## src/rtl/hamming_secded_pipe_pkg.sv

```systemverilog
// Shared types and helpers for the pipelined Hamming SECDED unit.
package hamming_secded_pipe_pkg;

    typedef enum logic {
        kENC = 1'b0,
        kDEC = 1'b1
    } op_mode_t;

    // Smallest Hamming parity count p with 2**p >= data_w + p + 1.
    function automatic int calc_par_w(input int data_w);
        int p;
        p = 1;
        while ((1 << p) < data_w + p + 1) p++;
        return p;
    endfunction

endpackage

```

## src/rtl/hamming_syndrome.sv

```systemverilog
// Combinational Hamming syndrome and overall parity of one codeword.
module hamming_syndrome
    import hamming_secded_pipe_pkg::*;
#(
    parameter int CW_W  = 16,
    parameter int PAR_W = 4
) (
    input  logic [CW_W-1:0]  word,
    output logic [PAR_W-1:0] s,
    output logic             q
);

    // s is the XOR of the positions of all set bits; q is the XOR of every bit.
    always_comb begin
        s = '0;
        q = 1'b0;
        for (int i = 0; i < CW_W; i++) begin
            q = q ^ word[i];
            if (word[i]) s = s ^ PAR_W'(i);
        end
    end

endmodule

```

## src/rtl/hamming_secded_pipe.sv

```systemverilog
// Two-stage pipelined Hamming SECDED encoder/decoder with valid/ready flow
// control and saturating single/double error counters.
module hamming_secded_pipe
    import hamming_secded_pipe_pkg::*;
#(
    parameter int  DATA_W = 11,
    parameter int  PAR_W  = 4,
    parameter int  CNT_W  = 8,
    localparam int CW_W   = DATA_W + PAR_W + 1
) (
    input  logic              CLK,
    input  logic              Reset_n,
    input  logic              in_valid,
    output logic              in_ready,
    input  op_mode_t          in_mode,
    input  logic [CW_W-1:0]   in_word,
    output logic              out_valid,
    input  logic              out_ready,
    output op_mode_t          out_mode,
    output logic [CW_W-1:0]   out_word,
    output logic [PAR_W-1:0]  out_syndrome,
    output logic              out_sec,
    output logic              out_ded,
    input  logic              cnt_clr,
    output logic [CNT_W-1:0]  sec_cnt,
    output logic [CNT_W-1:0]  ded_cnt
);

    if (PAR_W < calc_par_w(DATA_W)) begin : g_par_check
        $error("PAR_W too small for DATA_W");
    end

    // Scatter data bits into the non-power-of-two positions, LSB first.
    function automatic logic [CW_W-1:0] place_data(input logic [DATA_W-1:0] d);
        logic [CW_W-1:0] w;
        int k;
        w = '0;
        k = 0;
        for (int i = 1; i < CW_W; i++) begin
            if ((i & (i - 1)) != 0) begin
                if (k < DATA_W) w[i] = d[k];
                k++;
            end
        end
        return w;
    endfunction

    // Gather data bits back from the non-power-of-two positions.
    function automatic logic [DATA_W-1:0] extract_data(input logic [CW_W-1:0] w);
        logic [DATA_W-1:0] d;
        int k;
        d = '0;
        k = 0;
        for (int i = 1; i < CW_W; i++) begin
            if ((i & (i - 1)) != 0) begin
                if (k < DATA_W) d[k] = w[i];
                k++;
            end
        end
        return d;
    endfunction

    function automatic logic [CNT_W-1:0] sat_inc(input logic [CNT_W-1:0] c);
        return (c == '1) ? c : c + CNT_W'(1);
    endfunction

    logic             vld_p1;
    op_mode_t         mode_p1;
    logic [CW_W-1:0]  word_p1;
    logic             vld_p2;
    op_mode_t         mode_p2;
    logic [CW_W-1:0]  word_p2;
    logic [PAR_W-1:0] syn_p2;
    logic             sec_p2;
    logic             ded_p2;

    logic             load_p2;
    logic             hs_out;
    logic [CW_W-1:0]  syn_in;
    logic [PAR_W-1:0] syn;
    logic             par;
    logic [CW_W-1:0]  flip;
    logic [CW_W-1:0]  cw;
    logic [CW_W-1:0]  res_word;
    logic [PAR_W-1:0] res_syn;
    logic             res_sec;
    logic             res_ded;

    assign load_p2  = vld_p1 && (!vld_p2 || out_ready);
    assign in_ready = !vld_p1 || load_p2;
    assign hs_out   = vld_p2 && out_ready;

    // ---- stage S1: capture the offered word and mode ----
    // S1 valid flag: refilled whenever the stage is free or draining.
    always_ff @(posedge CLK or negedge Reset_n) begin
        if (!Reset_n) vld_p1 <= 1'b0;
        else if (in_ready) vld_p1 <= in_valid;
    end

    // S1 payload only moves on an accepted transaction.
    always_ff @(posedge CLK) begin
        if (in_valid && in_ready) begin
            mode_p1 <= in_mode;
            word_p1 <= in_word;
        end
    end

    // Encode reuses the syndrome logic: data with zero parity bits yields the parity.
    assign syn_in = (mode_p1 == kENC) ? place_data(word_p1[DATA_W-1:0]) : word_p1;

    hamming_syndrome #(
        .CW_W  (CW_W),
        .PAR_W (PAR_W)
    ) u_syndrome (
        .word (syn_in),
        .s    (syn),
        .q    (par)
    );

    // Build the codeword for encode, or classify and correct for decode.
    always_comb begin
        flip     = '0;
        cw       = '0;
        res_word = '0;
        res_syn  = '0;
        res_sec  = 1'b0;
        res_ded  = 1'b0;
        for (int i = 0; i < CW_W; i++) flip[i] = (int'(syn) == i);
        if (mode_p1 == kENC) begin
            cw = syn_in;
            for (int k = 0; k < PAR_W; k++) begin
                if ((1 << k) < CW_W) cw[1 << k] = syn[k];
            end
            cw[0]    = par ^ (^syn);
            res_word = cw;
        end else begin
            // A syndrome pointing outside the word is never a correctable error.
            if (par && (|flip)) begin
                res_sec = 1'b1;
                cw      = word_p1 ^ flip;
            end else begin
                res_ded = par || (syn != '0);
                cw      = word_p1;
            end
            res_word = CW_W'(extract_data(cw));
            res_syn  = syn;
        end
    end

    // ---- stage S2: result registers drive the outputs directly ----
    // S2 loads from S1 when empty or being consumed, otherwise holds steady.
    always_ff @(posedge CLK or negedge Reset_n) begin
        if (!Reset_n) begin
            vld_p2  <= 1'b0;
            mode_p2 <= kENC;
            word_p2 <= '0;
            syn_p2  <= '0;
            sec_p2  <= 1'b0;
            ded_p2  <= 1'b0;
        end else if (load_p2) begin
            vld_p2  <= 1'b1;
            mode_p2 <= mode_p1;
            word_p2 <= res_word;
            syn_p2  <= res_syn;
            sec_p2  <= res_sec;
            ded_p2  <= res_ded;
        end else if (out_ready) begin
            vld_p2  <= 1'b0;
        end
    end

    // Error counters count consumed results; clear wins over a same-cycle increment.
    always_ff @(posedge CLK or negedge Reset_n) begin
        if (!Reset_n) begin
            sec_cnt <= '0;
            ded_cnt <= '0;
        end else if (cnt_clr) begin
            sec_cnt <= '0;
            ded_cnt <= '0;
        end else begin
            if (hs_out && sec_p2) sec_cnt <= sat_inc(sec_cnt);
            if (hs_out && ded_p2) ded_cnt <= sat_inc(ded_cnt);
        end
    end

    assign out_valid    = vld_p2;
    assign out_mode     = mode_p2;
    assign out_word     = word_p2;
    assign out_syndrome = syn_p2;
    assign out_sec      = sec_p2;
    assign out_ded      = ded_p2;

endmodule

```

## config.mk

```make
export PLATFORM = sky130hd
export DESIGN_NAME = hamming_secded_pipe
export DESIGN_NICKNAME = d
export VERILOG_FILES = /design/src/rtl/hamming_secded_pipe_pkg.sv /design/src/rtl/hamming_syndrome.sv /design/src/rtl/hamming_secded_pipe.sv
export SDC_FILE = /design/constraint.sdc
export NUM_CORES = 1
export LEC_CHECK = 0
export ABC_AREA = 1
export CAP_MARGIN = 25
export CORE_ASPECT_RATIO = 1.2
export CORE_MARGIN = 2
export CORE_UTILIZATION = 48
export DETAILED_ROUTE_END_ITERATION = 8
export MAX_ROUTING_LAYER = met4
export PLACE_DENSITY = 0.73
export SYNTH_ARGS = -nofsm -noshare
export SYNTH_HDL_FRONTEND = slang
export SYNTH_HIERARCHICAL = 1
export SYNTH_SLANG_ARGS = --single-unit
```

## constraint.sdc

```tcl
create_clock -name CLK -period 5.05 [get_ports CLK]
set_clock_uncertainty 0.2 [all_clocks]
set_input_delay 1.01 -clock CLK [delete_from_list [all_inputs] [get_ports CLK]]
set_output_delay 1.01 -clock CLK [all_outputs]
set_load 0.05 [all_outputs]
```

# ---- Yosys cells after proc, flatten, opt, wreduce, memory -nomap -nowiden
# Index checks and enable logic that the tools add are counted.
dict set report op_classes {
  addsub 11
  magnitude_cmp 30
  eq_ne 19
  mux 92
  bitwise_logic 31
  reduce_logical 30
}
# op n
set op_table {}
lappend op_table {{32-bit by 1-bit >= comparator with 1-bit output (second input constant)} 10}
lappend op_table {{32-bit by 5-bit less-than comparator with 1-bit output (second input constant)} 10}
lappend op_table {{32-bit by 6-bit less-than comparator with 1-bit output (second input constant)} 10}
lappend op_table {{32-bit two-way mux} 10}
lappend op_table {{32-bit by 2-bit adder with 32-bit output (second input constant)} 9}
lappend op_table {{11-bit two-way mux} 19}
lappend op_table {{11-bit bitwise mux} 10}
lappend op_table {{16-bit two-way mux} 4}
lappend op_table {{8-bit two-way mux} 6}
lappend op_table {{1-bit demux with 4-bit select} 10}
lappend op_table {{4-bit two-way mux} 9}
lappend op_table {{4-bit == test (second input constant)} 8}
lappend op_table {{1-bit two-way mux} 18}
lappend op_table {{8-bit by 1-bit adder with 8-bit output (second input constant)} 2}
lappend op_table {{4-bit by 3-bit == test with 1-bit output (second input constant)} 4}
lappend op_table {{8-bit == test (second input constant)} 2}
lappend op_table {{1-bit logical AND} 16}
lappend op_table {{16-bit OR reduction} 1}
lappend op_table {{1-bit XOR} 16}
lappend op_table {{16-bit XOR} 1}
lappend op_table {{3-bit two-way mux} 4}
lappend op_table {{2-bit NOT} 6}
lappend op_table {{3-bit NOT} 4}
lappend op_table {{4-bit by 2-bit == test with 1-bit output (second input constant)} 2}
lappend op_table {{12 further kinds} 22}
dict set report word_totals {
  regBits 58
  in_bits 22
  output_inout_bits 41
  wordCells 224
}

# ---- Depth between registers and ports, before layout
dict set report logic_depth {
  ltp_word 63
  mapped_depth 23
  depth_no_buf 21
}

# ---- Cells and area by module
# The synthesis kept the hierarchy.
# mod instances cells_per_inst area_per_inst_um2 seq_area_each_um2
set modules_own_cells {}
lappend modules_own_cells {hamming_secded_pipe 1 362 3000.4 1536.5}
lappend modules_own_cells {hamming_syndrome 1 98 531.8 0.0}

# ---- Worst setup path after synthesis
# OpenSTA, ideal clock, no wires.
dict set report synth_timing {
  kind {reg-to-reg}
  startpoint {register mode_p1}
  endpoint {register word_p2[5], in the netlist out_word[5]}
  setup_time_ps 118
  arrival_time_ps 2649
  path_slack_ps 2084
  path_stages_with_launch 21
  path_buffers 2
  synth_period_minus_slack_ps 2966
  path_cell_list {edfxtp_1 -> buf_2 -> buf_2 -> o21ai_0 -> xnor2_1 -> or2_1 -> nand2_1 -> nand2_1 -> nand2_1 -> nand2_1 -> nand2_1 -> inv_1 -> inv_1 -> ha_1 -> nor2_1 -> nand2_1 -> nand2_1 -> nor2_1 -> nand3_1 -> nand3_1 -> nand2_1}
}
dict set report synth_via {
  word_cells_on_any_way 93
}
# item line
set synth_rtl {}
lappend synth_rtl {{start, declared} hamming_secded_pipe.sv:68} ;# op_mode_t mode_p1;
lappend synth_rtl {{start signal, assigned} hamming_secded_pipe.sv:103} ;# mode_p1 <= in_mode;
lappend synth_rtl {{16-bit two-way mux (*)} hamming_secded_pipe.sv:109} ;# assign syn_in = (mode_p1 == kENC) ? place_data(word_p1[DATA_W-1:0]) : word_p1;
lappend synth_rtl {{named net syn_in[11]} hamming_secded_pipe.sv:79} ;# logic [CW_W-1:0] syn_in;
lappend synth_rtl {{4-bit two-way mux (*)} hamming_syndrome.sv:19} ;# if (word[i]) s = s ^ PAR_W'(i);
lappend synth_rtl {{2-bit NOT (no line)} n/a}
lappend synth_rtl {{4-bit two-way mux (*)} hamming_syndrome.sv:19}
lappend synth_rtl {{3-bit NOT (no line)} n/a}
lappend synth_rtl {{4-bit two-way mux (*)} hamming_syndrome.sv:19}
lappend synth_rtl {{3-bit NOT (no line)} n/a}
lappend synth_rtl {{(+3 left out)} n/a}
lappend synth_rtl {{named net syn[3]} hamming_secded_pipe.sv:80} ;# logic [PAR_W-1:0] syn;
lappend synth_rtl {{(+27 left out)} n/a}
lappend synth_rtl {{11-bit two-way mux} hamming_secded_pipe.sv:56} ;# if (k < DATA_W) d[k] = w[i];
lappend synth_rtl {{11-bit two-way mux} hamming_secded_pipe.sv:129} ;# if (mode_p1 == kENC) begin
lappend synth_rtl {{11-bit bitwise mux} hamming_secded_pipe.sv:56}
lappend synth_rtl {{11-bit two-way mux} hamming_secded_pipe.sv:56}
lappend synth_rtl {{11-bit two-way mux} hamming_secded_pipe.sv:129}
lappend synth_rtl {{11-bit bitwise mux} hamming_secded_pipe.sv:56}
lappend synth_rtl {{11-bit two-way mux (*)} hamming_secded_pipe.sv:56}
lappend synth_rtl {{16-bit two-way mux (*)} hamming_secded_pipe.sv:129}
lappend synth_rtl {{end signal, assigned} hamming_secded_pipe.sv:163} ;# word_p2 <= res_word;
lappend synth_rtl {{end, declared} hamming_secded_pipe.sv:72} ;# logic [CW_W-1:0] word_p2;
# Mark *: on every way through the listed nets, which the timed path passes. The rest lies on a longest branch. The select of a mux whose other input is x is not followed.
# A chain may end at the register's enable or synchronous reset.

# ---- Worst setup path after layout
dict set report layout_timing {
  startpoint {input out_ready}
  endpoint {output in_ready}
}
dict set report layout_via {
  elab_chain_cells 3
}
# item line
set layout_lines {}
lappend layout_lines {{start, declared} hamming_secded_pipe.sv:18} ;# input logic out_ready,
lappend layout_lines {{1-bit logical OR} hamming_secded_pipe.sv:89} ;# assign load_p2 = vld_p1 && (!vld_p2 || out_ready);
lappend layout_lines {{1-bit logical AND} hamming_secded_pipe.sv:89}
lappend layout_lines {{1-bit logical OR} hamming_secded_pipe.sv:90} ;# assign in_ready = !vld_p1 || load_p2;
lappend layout_lines {{end, declared} hamming_secded_pipe.sv:14} ;# output logic in_ready,
# No other way between the ends.

==> results.toml <==
[layout]
mostFrequentLayoutCell = "nand2_1"
nFillCells = 650
final_cells = 619
drive_above_1_share = 0.06238
layout.nets = 556
final_cell_mix = "161 x nand2_1, 61 x clkdlybuf4s50_1, 50 x inv_1, 41 x dfrtp_1, 38 x nand3_1"
n_antenna_cell = 0
area_delta_synth_final_pct = 25.33

[sta]
report.final.hold_viol_count = 0
tightest_slew_ns = 0.8978
period_share = 0.7247
rsz0062_at_grt = "false"
setup_slack_ns = 1.390
drv_slew = 0
setup_tns_ns = 0
fmax_mhz = 273.2
slew_headroom = 0.4000
finalSetupViolations = 0
hold_ws_ns = 0.2815
period_minus_slack_ns = 3.660

[clock_network]
cts_tree = "done"
cts_resized = 0
htreeDepth = 3
cts_setup_buffers = 0
cts.root.buffer_cell = "clkbuf_8"
path_clk_slew_ns = 0.07
cts_hold_buf = 0
clock_latency_ns = 0.33
cts.sinks = 58
clock_path_buffers = 2
cts_buffers = 9

[place]
post-place-ws_ns = 1.389
placedCellCount = 602
port_buffers = 62
hpwlAfterDp_mm = 6.110
place.gp.congestion = 0.8639

[synth]
synth_cells = 460
syn_area_per_cell_sq_um = 7.679
synth_edf_count = 17
ys_seq_elements = 58
synth_warnings = 6
synth_nets = 492
synthFlopType = "dfrtp_1"
synth_cell_types = 34
syn-cell-area_sq_um = 3532
yosysSeqAreaShare = 0.4350
async_flop_share = 0.7069

[job]
cap_violations = 0

[worst_setup_path]
endpoint_kind = "primary output"
crit_required_ns = 3.84
crit_fanout = 3
crit_chain = "clkdlybuf4s50_1, inv_1, nand3_1, clkdlybuf4s50_1"
start_kind = "input port"
cp.depth = 4
critical_path.top_delay_family = "buffers and inverters"
path_buf_inv = 3
cp.arrival_ns = 2.45
cp_slowest_cell = "clkdlybuf4s50_1"
ff2ff_path_depth = 18
crit_type = "input port to primary output"
slowest_delay_ns = 0.82
path_common_cell = "clkdlybuf4s50_1"

[floorplan]
die_area_sq_um = 8064
std_cell_rows = 34
die_h_um = 97.97
coreArea_sq_um = 7189
ios = 63
fp.dieW_um = 82.31
start_util = 0.4913

[grt]
grt_antenna_before_repair = 0
grt_pass1_vias = 2920
grt_pass1_wl_mm = 13.50
grt_start_max_net_pins = 42
grtUsageTotal = 0.2243
grt_overflow_total = 0

[power_and_ir_drop]
ir_drop_mv = 0.2500
leakagePower_nw = 2.065
power_density_nw_per_um2 = 456.7

[min_path]
worstHoldPathType = "input port to asynchronous set/reset pin"

[route]
firstDrtPassIters = 5
vias_per_cell = 5.071
dr_total_vias = 3139
drt_iter0_drc = 143
ant_nets = 0
wire_per_inst_um = 13.00
drt-total-wl_mm = 8.046
drc = 0

[outcome]
status = "complete, no violations"
==> through the flow <==
stage / cell area, sq um / util / total power (W)
after global routing: 4427 / 0.6157 / 0.002163
after floorplan: 3532 / - / 0.001320
after CTS: 4407 / 0.6129 / 0.002035
after detailed placement: 4204 / 0.5848 / 0.001596
after global placement: 4204 / 0.5848 / 0.001584
final: 4427 / 0.6157 / 0.002022
==> power breakdown <==
part | internal [W] | switching [W]
registers | 0.000571 | 0.0000586
logic | 0.000318 | 0.000643
clock network | 0.000252 | 0.000179
total | 0.00114 | 0.000881
==> worst paths after layout <==
| check | start | to | slack [ns] |
|---|---|---|---|
| worst min register to register | out_word[8] | out_word[8] | 0.28 |
| max in group asynchronous | Reset_n | ded_cnt[5] | 3.94 |
| min in group CLK | out_word[8] | out_word[8] | 0.28 |
| worst max register to register | mode_p1 | out_word[5] | 1.57 |
| worst max-delay path | out_ready | in_ready | 1.39 |
| worst min-delay path | Reset_n | sec_cnt[3] | 0.28 |
==> cell usage after synthesis (2+ instances only) <==
cell,number,share of area
a21oi_1,8,0.011
a21oi_4,2,0.0092
a31oi_1,2,0.0035
buf_2,9,0.013
buf_6,2,0.0064
dfrtp_1,41,0.29
edfxtp_1,17,0.14
ha_1,10,0.035
inv_1,50,0.053
inv_2,4,0.0042
nand2_1,161,0.17
nand3_1,38,0.054
nand3b_1,4,0.0085
nand4_1,7,0.012
nor2_1,21,0.022
nor2_2,3,0.0053
nor3_1,6,0.0085
o211ai_1,2,0.0042
o21ai_0,32,0.045
o21bai_1,3,0.0064
o31ai_1,2,0.0042
or2_1,2,0.0035
or2_2,3,0.0053
xnor2_1,14,0.035
xor2_1,8,0.020
==> sequential cells by signal (all words and copies together) (netlist names), 4 cells and up <==
name,cells
ded_cnt,8
word_p1,16
out_syndrome,4
sec_cnt,8
out_word,16
==> cell families (layout without fill, tap and decap cells) <==
kind of cell / count (synthesis) / in the layout / synth area share
and+or+nand+nor: 247 / 247 / 0.2958
buffers and inverters: 66 / 135 / 0.07757
DFF: 58 / 58 / 0.4350
AOI/OAI and AO/OA: 55 / 55 / 0.09245
xor gates and xnor gates: 24 / 24 / 0.06377
adders and majority gates: 10 / 10 / 0.03542
==> layer usage <==
layer / part of all wire / global-route usage / routed length, um / up-vias
met5: 0 / - / 0 / -
met4: 0.016 / 0.07949 / 131 / 0
met3: 0.037 / 0.03142 / 301 / 11
met2: 0.52 / 0.3753 / 4202 / 75
met1: 0.42 / 0.2716 / 3411 / 1450
li1: - / - / - / 1603
==> final cells by class <==
class | instances | area, sq um | area share
multi-input combinational | 336 | 1722 | 0.3889
sequential | 58 | 1536 | 0.3471
timing repair buffer | 65 | 650.6 | 0.1470
inverter | 54 | 202.7 | 0.04579
clock buffer | 10 | 148.9 | 0.03363
tap | 90 | 112.6 | 0.02544
clock inverter | 6 | 53.80 | 0.01215
Power figures use the tool's default switching activity.
